### src/rtl/csr_file_if.sv
// Execute-stage CSR access bus: request fields driven by the core (master),
// old value and illegal flag returned by the CSR file (slave).
interface csr_file_if #(
    parameter int unsigned WIDTH = 32
);
    logic             csr_valid_i;
    logic [11:0]      csr_addr_i;
    logic [1:0]       csr_control_i;
    logic             csr_write_i;
    logic [WIDTH-1:0] csr_op_a_i;
    logic             instr_retire_i;
    logic [WIDTH-1:0] csr_rdata_o;
    logic             csr_illegal_o;

    modport master (
        output csr_valid_i, csr_addr_i, csr_control_i, csr_write_i, csr_op_a_i, instr_retire_i,
        input  csr_rdata_o, csr_illegal_o
    );

    modport slave (
        input  csr_valid_i, csr_addr_i, csr_control_i, csr_write_i, csr_op_a_i, instr_retire_i,
        output csr_rdata_o, csr_illegal_o
    );
endinterface

### src/rtl/csr_file.sv
// Machine-mode CSR file: mcycle/minstret, mcountinhibit and scratch CSRs with a
// read-modify-write datapath; old value read combinationally, update commits at clk_i.
module csr_file #(
    parameter int unsigned WIDTH       = 32,
    parameter int unsigned NUM_SCRATCH = 4
) (
    input  logic      clk_i,
    input  logic      reset_i,
    csr_file_if.slave bus
);
    localparam int unsigned CNT_W  = 64;
    localparam int unsigned HALF_W = 32;
    localparam int unsigned ADDR_W = 12;

    localparam logic [1:0] CSR_PASS  = 2'b01;
    localparam logic [1:0] CSR_SET   = 2'b10;
    localparam logic [1:0] CSR_CLEAR = 2'b11;

    localparam logic [ADDR_W-1:0] ADDR_MCYCLE        = 12'hB00;
    localparam logic [ADDR_W-1:0] ADDR_MINSTRET      = 12'hB02;
    localparam logic [ADDR_W-1:0] ADDR_MCYCLEH       = 12'hB80;
    localparam logic [ADDR_W-1:0] ADDR_MINSTRETH     = 12'hB82;
    localparam logic [ADDR_W-1:0] ADDR_CYCLE         = 12'hC00;
    localparam logic [ADDR_W-1:0] ADDR_INSTRET       = 12'hC02;
    localparam logic [ADDR_W-1:0] ADDR_CYCLEH        = 12'hC80;
    localparam logic [ADDR_W-1:0] ADDR_INSTRETH      = 12'hC82;
    localparam logic [ADDR_W-1:0] ADDR_MCOUNTINHIBIT = 12'h320;
    localparam logic [ADDR_W-1:0] ADDR_SCRATCH0      = 12'h7C0;

    localparam logic IS_RV32 = (WIDTH == 32);

    logic [CNT_W-1:0] mcycle_q, mcycle_d;
    logic [CNT_W-1:0] minstret_q, minstret_d;
    logic             cy_inhibit_q, cy_inhibit_d;
    logic             ir_inhibit_q, ir_inhibit_d;
    logic [WIDTH-1:0] scratch_q [NUM_SCRATCH];
    logic [WIDTH-1:0] scratch_d [NUM_SCRATCH];

    logic              sel_cycle_lo, sel_cycle_hi;
    logic              sel_instret_lo, sel_instret_hi;
    logic              sel_inhibit, sel_scratch;
    logic [ADDR_W-1:0] scratch_off;
    logic              mapped_c, ro_alias_c, illegal_c, commit_c;
    logic [WIDTH-1:0]  old_c, new_c;

    // Address decode; high-half aliases exist only on RV32.
    always_comb begin : decode
        sel_cycle_lo   = 1'b0;
        sel_cycle_hi   = 1'b0;
        sel_instret_lo = 1'b0;
        sel_instret_hi = 1'b0;
        sel_inhibit    = 1'b0;
        scratch_off    = bus.csr_addr_i - ADDR_SCRATCH0;
        sel_scratch    = (bus.csr_addr_i >= ADDR_SCRATCH0) &&
                         (scratch_off < ADDR_W'(NUM_SCRATCH));
        case (bus.csr_addr_i)
            ADDR_MCYCLE,   ADDR_CYCLE:    sel_cycle_lo   = 1'b1;
            ADDR_MINSTRET, ADDR_INSTRET:  sel_instret_lo = 1'b1;
            ADDR_MCYCLEH,  ADDR_CYCLEH:   sel_cycle_hi   = IS_RV32;
            ADDR_MINSTRETH, ADDR_INSTRETH: sel_instret_hi = IS_RV32;
            ADDR_MCOUNTINHIBIT:           sel_inhibit    = 1'b1;
            default: ;
        endcase
    end

    // Old-value mux; unimplemented mcountinhibit bits read as zero.
    always_comb begin : read_mux
        old_c = '0;
        if (sel_cycle_lo) begin
            old_c = mcycle_q[WIDTH-1:0];
        end else if (sel_cycle_hi) begin
            old_c = WIDTH'(mcycle_q[CNT_W-1:HALF_W]);
        end else if (sel_instret_lo) begin
            old_c = minstret_q[WIDTH-1:0];
        end else if (sel_instret_hi) begin
            old_c = WIDTH'(minstret_q[CNT_W-1:HALF_W]);
        end else if (sel_inhibit) begin
            old_c[0] = cy_inhibit_q;
            old_c[2] = ir_inhibit_q;
        end else if (sel_scratch) begin
            for (int unsigned i = 0; i < NUM_SCRATCH; i++) begin
                if (scratch_off == ADDR_W'(i)) begin
                    old_c = scratch_q[i];
                end
            end
        end
    end

    always_comb begin : access_check
        mapped_c   = sel_cycle_lo | sel_cycle_hi | sel_instret_lo | sel_instret_hi |
                     sel_inhibit | sel_scratch;
        ro_alias_c = (bus.csr_addr_i[11:10] == 2'b11);
        illegal_c  = bus.csr_valid_i & (~mapped_c | (bus.csr_write_i & ro_alias_c));
        commit_c   = bus.csr_valid_i & bus.csr_write_i & ~illegal_c;
    end

    always_comb begin : modify
        case (bus.csr_control_i)
            CSR_SET:   new_c = old_c | bus.csr_op_a_i;
            CSR_CLEAR: new_c = old_c & ~bus.csr_op_a_i;
            CSR_PASS:  new_c = bus.csr_op_a_i;
            default:   new_c = bus.csr_op_a_i;
        endcase
    end

    // A committed write to either counter half replaces that edge's increment;
    // inhibit bits are sampled from the current (pre-write) value.
    always_comb begin : next_state
        mcycle_d     = mcycle_q;
        minstret_d   = minstret_q;
        cy_inhibit_d = cy_inhibit_q;
        ir_inhibit_d = ir_inhibit_q;
        scratch_d    = scratch_q;

        if (commit_c && sel_cycle_lo) begin
            mcycle_d[WIDTH-1:0] = new_c;
        end else if (commit_c && sel_cycle_hi) begin
            mcycle_d[CNT_W-1:HALF_W] = new_c[HALF_W-1:0];
        end else if (!cy_inhibit_q) begin
            mcycle_d = mcycle_q + CNT_W'(1);
        end

        if (commit_c && sel_instret_lo) begin
            minstret_d[WIDTH-1:0] = new_c;
        end else if (commit_c && sel_instret_hi) begin
            minstret_d[CNT_W-1:HALF_W] = new_c[HALF_W-1:0];
        end else if (bus.instr_retire_i && !ir_inhibit_q) begin
            minstret_d = minstret_q + CNT_W'(1);
        end

        if (commit_c && sel_inhibit) begin
            cy_inhibit_d = new_c[0];
            ir_inhibit_d = new_c[2];
        end

        for (int unsigned i = 0; i < NUM_SCRATCH; i++) begin
            if (commit_c && sel_scratch && (scratch_off == ADDR_W'(i))) begin
                scratch_d[i] = new_c;
            end
        end
    end

    always_ff @(posedge clk_i or posedge reset_i) begin : state_reg
        if (reset_i) begin
            mcycle_q     <= '0;
            minstret_q   <= '0;
            cy_inhibit_q <= 1'b0;
            ir_inhibit_q <= 1'b0;
            for (int unsigned i = 0; i < NUM_SCRATCH; i++) begin
                scratch_q[i] <= '0;
            end
        end else begin
            mcycle_q     <= mcycle_d;
            minstret_q   <= minstret_d;
            cy_inhibit_q <= cy_inhibit_d;
            ir_inhibit_q <= ir_inhibit_d;
            scratch_q    <= scratch_d;
        end
    end

    assign bus.csr_rdata_o   = (bus.csr_valid_i && mapped_c) ? old_c : '0;
    assign bus.csr_illegal_o = illegal_c;
endmodule

### src/flat_wrapper.sv
// flat-port wrapper written by rule: the top's interface ports become plain ports
module csr_file_flat 
#(
    parameter int unsigned WIDTH       = 32,
    parameter int unsigned NUM_SCRATCH = 4
)
  (clk_i, reset_i, bus_csr_valid_i, bus_csr_addr_i, bus_csr_control_i, bus_csr_write_i, bus_csr_op_a_i, bus_instr_retire_i, bus_csr_rdata_o, bus_csr_illegal_o);
  csr_file_if #(.WIDTH(WIDTH)) bus_i ();
  input  logic clk_i;
  input  logic reset_i;
  input wire logic [$bits(bus_i.csr_valid_i)-1:0] bus_csr_valid_i;
  input wire logic [$bits(bus_i.csr_addr_i)-1:0] bus_csr_addr_i;
  input wire logic [$bits(bus_i.csr_control_i)-1:0] bus_csr_control_i;
  input wire logic [$bits(bus_i.csr_write_i)-1:0] bus_csr_write_i;
  input wire logic [$bits(bus_i.csr_op_a_i)-1:0] bus_csr_op_a_i;
  input wire logic [$bits(bus_i.instr_retire_i)-1:0] bus_instr_retire_i;
  output wire logic [$bits(bus_i.csr_rdata_o)-1:0] bus_csr_rdata_o;
  output wire logic [$bits(bus_i.csr_illegal_o)-1:0] bus_csr_illegal_o;
  assign bus_i.csr_valid_i = bus_csr_valid_i;
  assign bus_i.csr_addr_i = bus_csr_addr_i;
  assign bus_i.csr_control_i = bus_csr_control_i;
  assign bus_i.csr_write_i = bus_csr_write_i;
  assign bus_i.csr_op_a_i = bus_csr_op_a_i;
  assign bus_i.instr_retire_i = bus_instr_retire_i;
  assign bus_csr_rdata_o = bus_i.csr_rdata_o;
  assign bus_csr_illegal_o = bus_i.csr_illegal_o;
  csr_file #(.WIDTH(WIDTH), .NUM_SCRATCH(NUM_SCRATCH)) u_core (.clk_i(clk_i), .reset_i(reset_i), .bus(bus_i));
endmodule
### config.mk
export PLATFORM = sky130hd
export DESIGN_NAME = csr_file_flat
export DESIGN_NICKNAME = d
export VERILOG_FILES = /design/src/rtl/csr_file_if.sv /design/src/rtl/csr_file.sv /design/src/flat_wrapper.sv
export SDC_FILE = /design/constraint.sdc
export NUM_CORES = 1
export LEC_CHECK = 0
export ABC_AREA = 1
export BUFFER_PORTS_ARGS = -buffer_cell sky130_fd_sc_hd__buf_2
export CORE_ASPECT_RATIO = 0.75
export CORE_MARGIN = 10
export CORE_UTILIZATION = 45
export DETAILED_ROUTE_END_ITERATION = 16
export GPL_TIMING_DRIVEN = 0
export PLACE_DENSITY_LB_ADDON = 0.2
export RECOVER_POWER = 25
export SYNTH_ARGS = -nofsm -noshare
export SYNTH_HDL_FRONTEND = slang
export SYNTH_SLANG_ARGS = --single-unit
### constraint.sdc
create_clock -name clk_i -period 18.9 [get_ports clk_i]
set_input_delay 1.89 -clock clk_i [delete_from_list [all_inputs] [get_ports clk_i]]
set_output_delay 1.89 -clock clk_i [all_outputs]
set_load 0.01 [all_outputs]
## Yosys cells after proc, flatten, opt, wreduce, memory -nomap -nowiden

Index checks and enable logic that the tools add are counted.

- Output and inout port bits: 33
- Bits of input ports: 51
- Bits in registers: 258
- Word-level logic and storage cells: 104

- Bitwise operators: 17
- Reduce and logical (&&, ||, !) cells: 25
- Muxes and demuxes: 28
- $lt $le $gt $ge: 2
- Equality and inequality tests: 19
- $add $sub $neg: 3

Operators with widths:

| cell | count |
|---|---|
| two-way mux 32 bit | 16 |
| adder 64 x 1 -> 64 bit (second input constant) | 2 |
| two-way mux 64 bit | 2 |
| equality test 12 bit (second input constant) | 8 |
| one-hot mux 32 bit (2 select lines) | 1 |
| AND 32 bit | 1 |
| inverter 32 bit | 1 |
| bitwise OR 32 bit | 1 |
| two-way mux 29 bit | 1 |
| equality test 12 x 2 -> 1 bit (second input constant) | 2 |
| logical AND 1 bit | 13 |
| equality test 12 x 1 -> 1 bit (second input constant) | 1 |
| equality test 12 x 10 -> 1 bit (second input constant) | 1 |
| >= comparator 12 x 11 -> 1 bit (second input constant) | 1 |
| logical NOT 12 bit | 1 |
| less-than comparator 12 x 3 -> 1 bit (second input constant) | 1 |
| subtractor 12 x 11 -> 12 bit (second input constant) | 1 |
| two-way mux 1 bit | 8 |
| AND reduction 2 bit | 4 |
| OR reduction 2 bit | 4 |
| equality test 2 bit (second input constant) | 3 |
| bitwise OR 1 bit | 6 |
| AND 1 bit | 4 |
| inequality test 2 x 1 -> 1 bit (second input constant) | 2 |
| 4 further kinds | 9 |

## Depth between registers and ports, before layout

- Depth in word-level cells: 16
- Gate-level depth with buffers: 19
- Depth with buffers taken out: 18

## Worst setup path before layout

No wires, ideal clock.

- Path kind: input -> output
- From: input bus_csr_addr_i[2]
- To: output bus_csr_rdata_o[1]
- Arrival: 3,537 ps
- Stages on the path: 14
- Slack: 13,473 ps
- Data required time: 17,010 ps
- Buffers on the path: 1
- Cells stage by stage: inv_1 nand2_1 nor2_2 inv_1 nor2_2 buf_2 nand2_1 nand2_1 o21ai_0 nand2_1 o21ai_0 nand4_1 nand2_1 a21oi_1

- Longest elaborated chain between the ends: 13
- Elaborated cells between the ends (all ways): 43
- Classes of those cells: add/sub (1); order compare (2); eq/ne (12); mux (16); bitwise (5); reduce/logical (7)

RTL lines:

| item | RTL line | source |
|---|---|---|
| start: declaration | flat_wrapper.sv:12 | `input wire logic [$bits(bus_i.csr_addr_i)-1:0] bus_csr_addr_i;` |
| branches (longest 12 deep; another with subtractor 12 x 11 -> 12 bit) | n/a |  |
| two-way mux 32 bit * | csr_file.sv:161 | `assign bus.csr_rdata_o = (bus.csr_valid_i && mapped_c) ? old_c : '0;` |
| end: declaration | flat_wrapper.sv:17 | `output wire logic [$bits(bus_i.csr_rdata_o)-1:0] bus_csr_rdata_o;` |

Every way passes the cells marked *.

==> impl_results.rst <==
.. list-table::
   :header-rows: 1

   * - Metric
     - Value
   * - Outcome
     - finished with violations
   * - Violated checks
     - max-capacitance violations, max-slew violations
   * - Slowest Stage Delay on Critical Path
     - 4.05 ns
   * - Crit-path max FO
     - 94
   * - Relative max-transition margin
     - -2.80
   * - Core Region
     - 0.0396 mm²
   * - Total Routed Length
     - 92500 µm
   * - Portion of the post-synthesis area used by sequential elements
     - 0.356
   * - Worst clock skew on the final layout
     - 0.0657 ns
   * - List of cells traversed by the critical path
     - buf_2, clkinvlp_2, clkbuf_1
   * - TritonCTS buffer count
     - 30
   * - Layout overhead on the synthesized area
     - 12.0%
   * - Total negative slack for setup checks
     - 0 ns
   * - Post-route minimum period
     - 8.03 ns
   * - Destination of the worst register-to-register timing path
     - u_core.mcycle_q[53]
   * - Antenna violation net count after detailed routing
     - 0
   * - Flop-to-flop setup slack
     - 15.45 ns
   * - Max IR drop VDD
     - 0.0808 mV
   * - Clock transition at the register clock pins on the worst setup and hold paths after CTS
     - 0.06 ns
   * - Clock latency of the later-clocked register in the worst-skew pair
     - 0.64 ns
   * - Switching power total
     - 0.000326 W
   * - Number of I/O port buffers
     - 82
   * - Yosys warning total
     - 0
   * - Detailed Routing Iterations Pass 1
     - 7
   * - Clock sink count
     - 258
   * - Post-placement worst setup slack
     - 11.82 ns
   * - I/O Pins
     - 84
   * - Effective utilization at floorplan
     - 0.458
   * - Cell count of the worst reg-to-reg path
     - 12
   * - Slew Viols, Final
     - 143
   * - Grt ovf
     - 0
   * - Post-cts sizing count
     - 0
   * - Critical Path End Type
     - asynchronous set/reset pin
   * - Worst hold margin
     - 0.475 ns
   * - Final Wtd Congestion
     - 1.09
   * - Total number of vias
     - 21300
   * - Crit path capture
     - u_core.minstret_q[42]
   * - Cell count after synthesis
     - 2842
   * - Mean post-synth cell area
     - 6.39 µm²
   * - HPWL Detailed
     - 72000 µm
   * - Overall fraction of global-route tracks in use
     - 0.367
   * - P_int
     - 0.000913 W
   * - Worst setup path start
     - reset_i
   * - Maximum achievable frequency
     - 0.125 GHz
   * - Routed len/inst
     - 26.4 µm
   * - Switching power share of the total
     - 0.263
   * - Synthesized Nets
     - 2895
   * - Root buffer cell
     - clkbuf_16
   * - Setup repair after global routing missed its margin
     - no
   * - Post-CTS repair timing setup buffer count
     - 0
   * - Largest buffer count on any clock path
     - 3
   * - Flops & latches, synth
     - 258
   * - Final-layout fill cell count
     - 4106
   * - Power density over the cells
     - 61.0 mW/mm²
   * - Fraction of registers with async set/reset
     - 1.00
   * - Die area
     - 0.0488 mm²
   * - Wire length of the first global-routing pass
     - 132000 µm
   * - TritonCTS clock tree
     - done
   * - Number of max-capacitance violations reported
     - 2
   * - Launching point of the worst reg2reg path
     - u_core.mcycle_q[2]
   * - Critical path arrival
     - 7.34 ns
   * - Number of DRC violations after detailed-routing iteration 0
     - 3327
   * - Cell area after synthesis
     - 0.0181 mm²
   * - Number of setup violations in the final report
     - 0
   * - Number of flops mapped to enable cells by yosys
     - 0
   * - Part of the power in the clock network
     - 0.496
   * - Number of design rule violations left after detail routing
     - 0
   * - Via-to-Cell Ratio
     - 6.08
   * - Leak
     - 9.95 nW
   * - Sequential group share of total power
     - 0.446
   * - Final critical-path share of the clock period
     - 0.425
   * - Number of standard-cell rows in the floorplan
     - 63
   * - Final #Nets
     - 3015
   * - Post-route worst setup slack
     - 10.87 ns
   * - Data required time of the worst path
     - 18.21 ns
   * - Number of hold buffers added after cts
     - 0
   * - Launching element type of the critical path
     - input pin
   * - Post-synthesis cell type count
     - 47
   * - X dimension of the die
     - 252 µm
   * - Maximum number of pins on one net before global-route repair
     - 120
   * - Vias in the first global route
     - 19100
   * - Fraction of layout instances using a drive strength above 1
     - 0.0865
   * - H-Tree Depth
     - 1
   * - Die Height
     - 194 µm
   * - Setup Crit Path Kind
     - input pin to asynchronous set/reset pin
   * - Hold Crit Class
     - register to register
   * - Antenna violations before repair
     - 3
   * - Combinational Power Share
     - 0.058
   * - Overall power
     - 0.00124 W
   * - Standard cell with the maximum stage delay on the critical path
     - clkbuf_1
   * - Post-synth top flop
     - dfrtp_1
   * - Pin slew with the least headroom to its limit
     - 5.70 ns
   * - Final hold violations
     - 0
-- through the flow --
stage                     area, µm²  utilization  instances
after floorplan               18100            -       2842
after global placement        19200        0.485       3444
after detailed placement      19300        0.488       3450
after CTS                     20300        0.513       3504
after global routing          20300        0.512       3504
final                         20300        0.513       3507
-- Yosys cell counts (all sizes together) (4+ instances only) --
library cell,count,area (µm²)
o211ai,10,75.1
xnor2,20,175
nor2,298,1180
nor3,29,161
o21bai,6,45.0
inv,264,991
nand4,62,445
or2,28,175
nand3b,10,75.1
o21ai,220,1100
xor2,73,639
a21oi,65,329
clkinv,4,15.0
buf,53,320
clkbuf,48,180
nand2,1068,4040
a21boi,6,45.0
a31oi,4,25.0
nand3,282,1420
dfrtp,258,6460
o2111ai,5,43.8
nor4,19,119
-- state kept, by name, summed over array words and instances, names as in the netlist --
signal and flops:
u_core.scratch_q 128, u_core.mcycle_q 64, u_core.minstret_q 64, u_core.cy_inhibit_q 1, u_core.ir_inhibit_q 1
-- layer usage --
metal	part of all wire	vias up	global-route usage
li1	-	9349	-
met1	0.40	10200	0.513
met2	0.38	1585	0.479
met3	0.17	244	0.151
met4	0.053	6	0.167
met5	0.00039	-	0
-- worst max-delay path, delay by kind of cell --
kind     cells  cell delay, ns
buf+inv      3            5.35
-- cell type report --
cell class / instances / area (µm²) / share of cell area
Antenna cell: 3 / 7.51 / 0.000369
Clock buffer: 42 / 836 / 0.0411
Multi-Input combinational cell: 2215 / 10200 / 0.502
Tap cell: 520 / 651 / 0.0320
Inverter: 268 / 1010 / 0.0496
Clock inverter: 12 / 165 / 0.00813
Buffer: 101 / 500 / 0.0246
Timing Repair Buffer: 88 / 494 / 0.0243
Sequential cell: 258 / 6460 / 0.318
-- power groups by stage --
stage / combinational, W / sequential (W) / clock, W
2_1_floorplan: 0.0000287 / 0.000563 / 0
3_3_place_gp: 0.0000651 / 0.000563 / 0
6_report: 0.0000724 / 0.000553 / 0.000615
5_1_grt: 0.0000743 / 0.000553 / 0.000634
3_5_place_dp: 0.0000689 / 0.000563 / 0
4_1_cts: 0.0000690 / 0.000553 / 0.000613
-- worst min-delay path by stage --
stage                               from                    to  slack, ns  cells after the start
finish              u_core.scratch_q[33]  u_core.scratch_q[33]       0.48                      2
global route         u_core.scratch_q[6]   u_core.scratch_q[6]       0.50                      2
CTS                 u_core.scratch_q[33]  u_core.scratch_q[33]       0.48                      2
detailed placement  u_core.scratch_q[33]  u_core.scratch_q[33]       0.46                      2
global placement    u_core.scratch_q[69]  u_core.scratch_q[69]       0.45                      2
floorplan           u_core.scratch_q[69]  u_core.scratch_q[69]       0.44                      2
-- kinds of logic after synthesis --
group | Yosys count | synth area share
DFF | 258 | 0.356
and+or+nand+nor | 1800 | 0.421
adders and majority gates | 2 | 0.00138
xor gates and xnor gates | 93 | 0.0449
buffers and inverters | 369 | 0.0830
AOI/OAI and AO/OA | 320 | 0.0935
-- placed cells by master, fill, tap and decap left out, drive strengths merged, types with 4 or more instances in the layout --
cell type	instances
a31oi	4
a21oi	65
o211ai	10
nor2	298
xor2	73
o21ai	220
clkbuf	91
xnor2	20
a21boi	6
nor4	19
nor3	29
nand3b	10
inv	263
nand4	62
buf	140
dfrtp	258
nand2	1068
o2111ai	5
o21bai	6
or2	28
clkinv	11
nand3	282
Power figures use the tool's default switching activity.
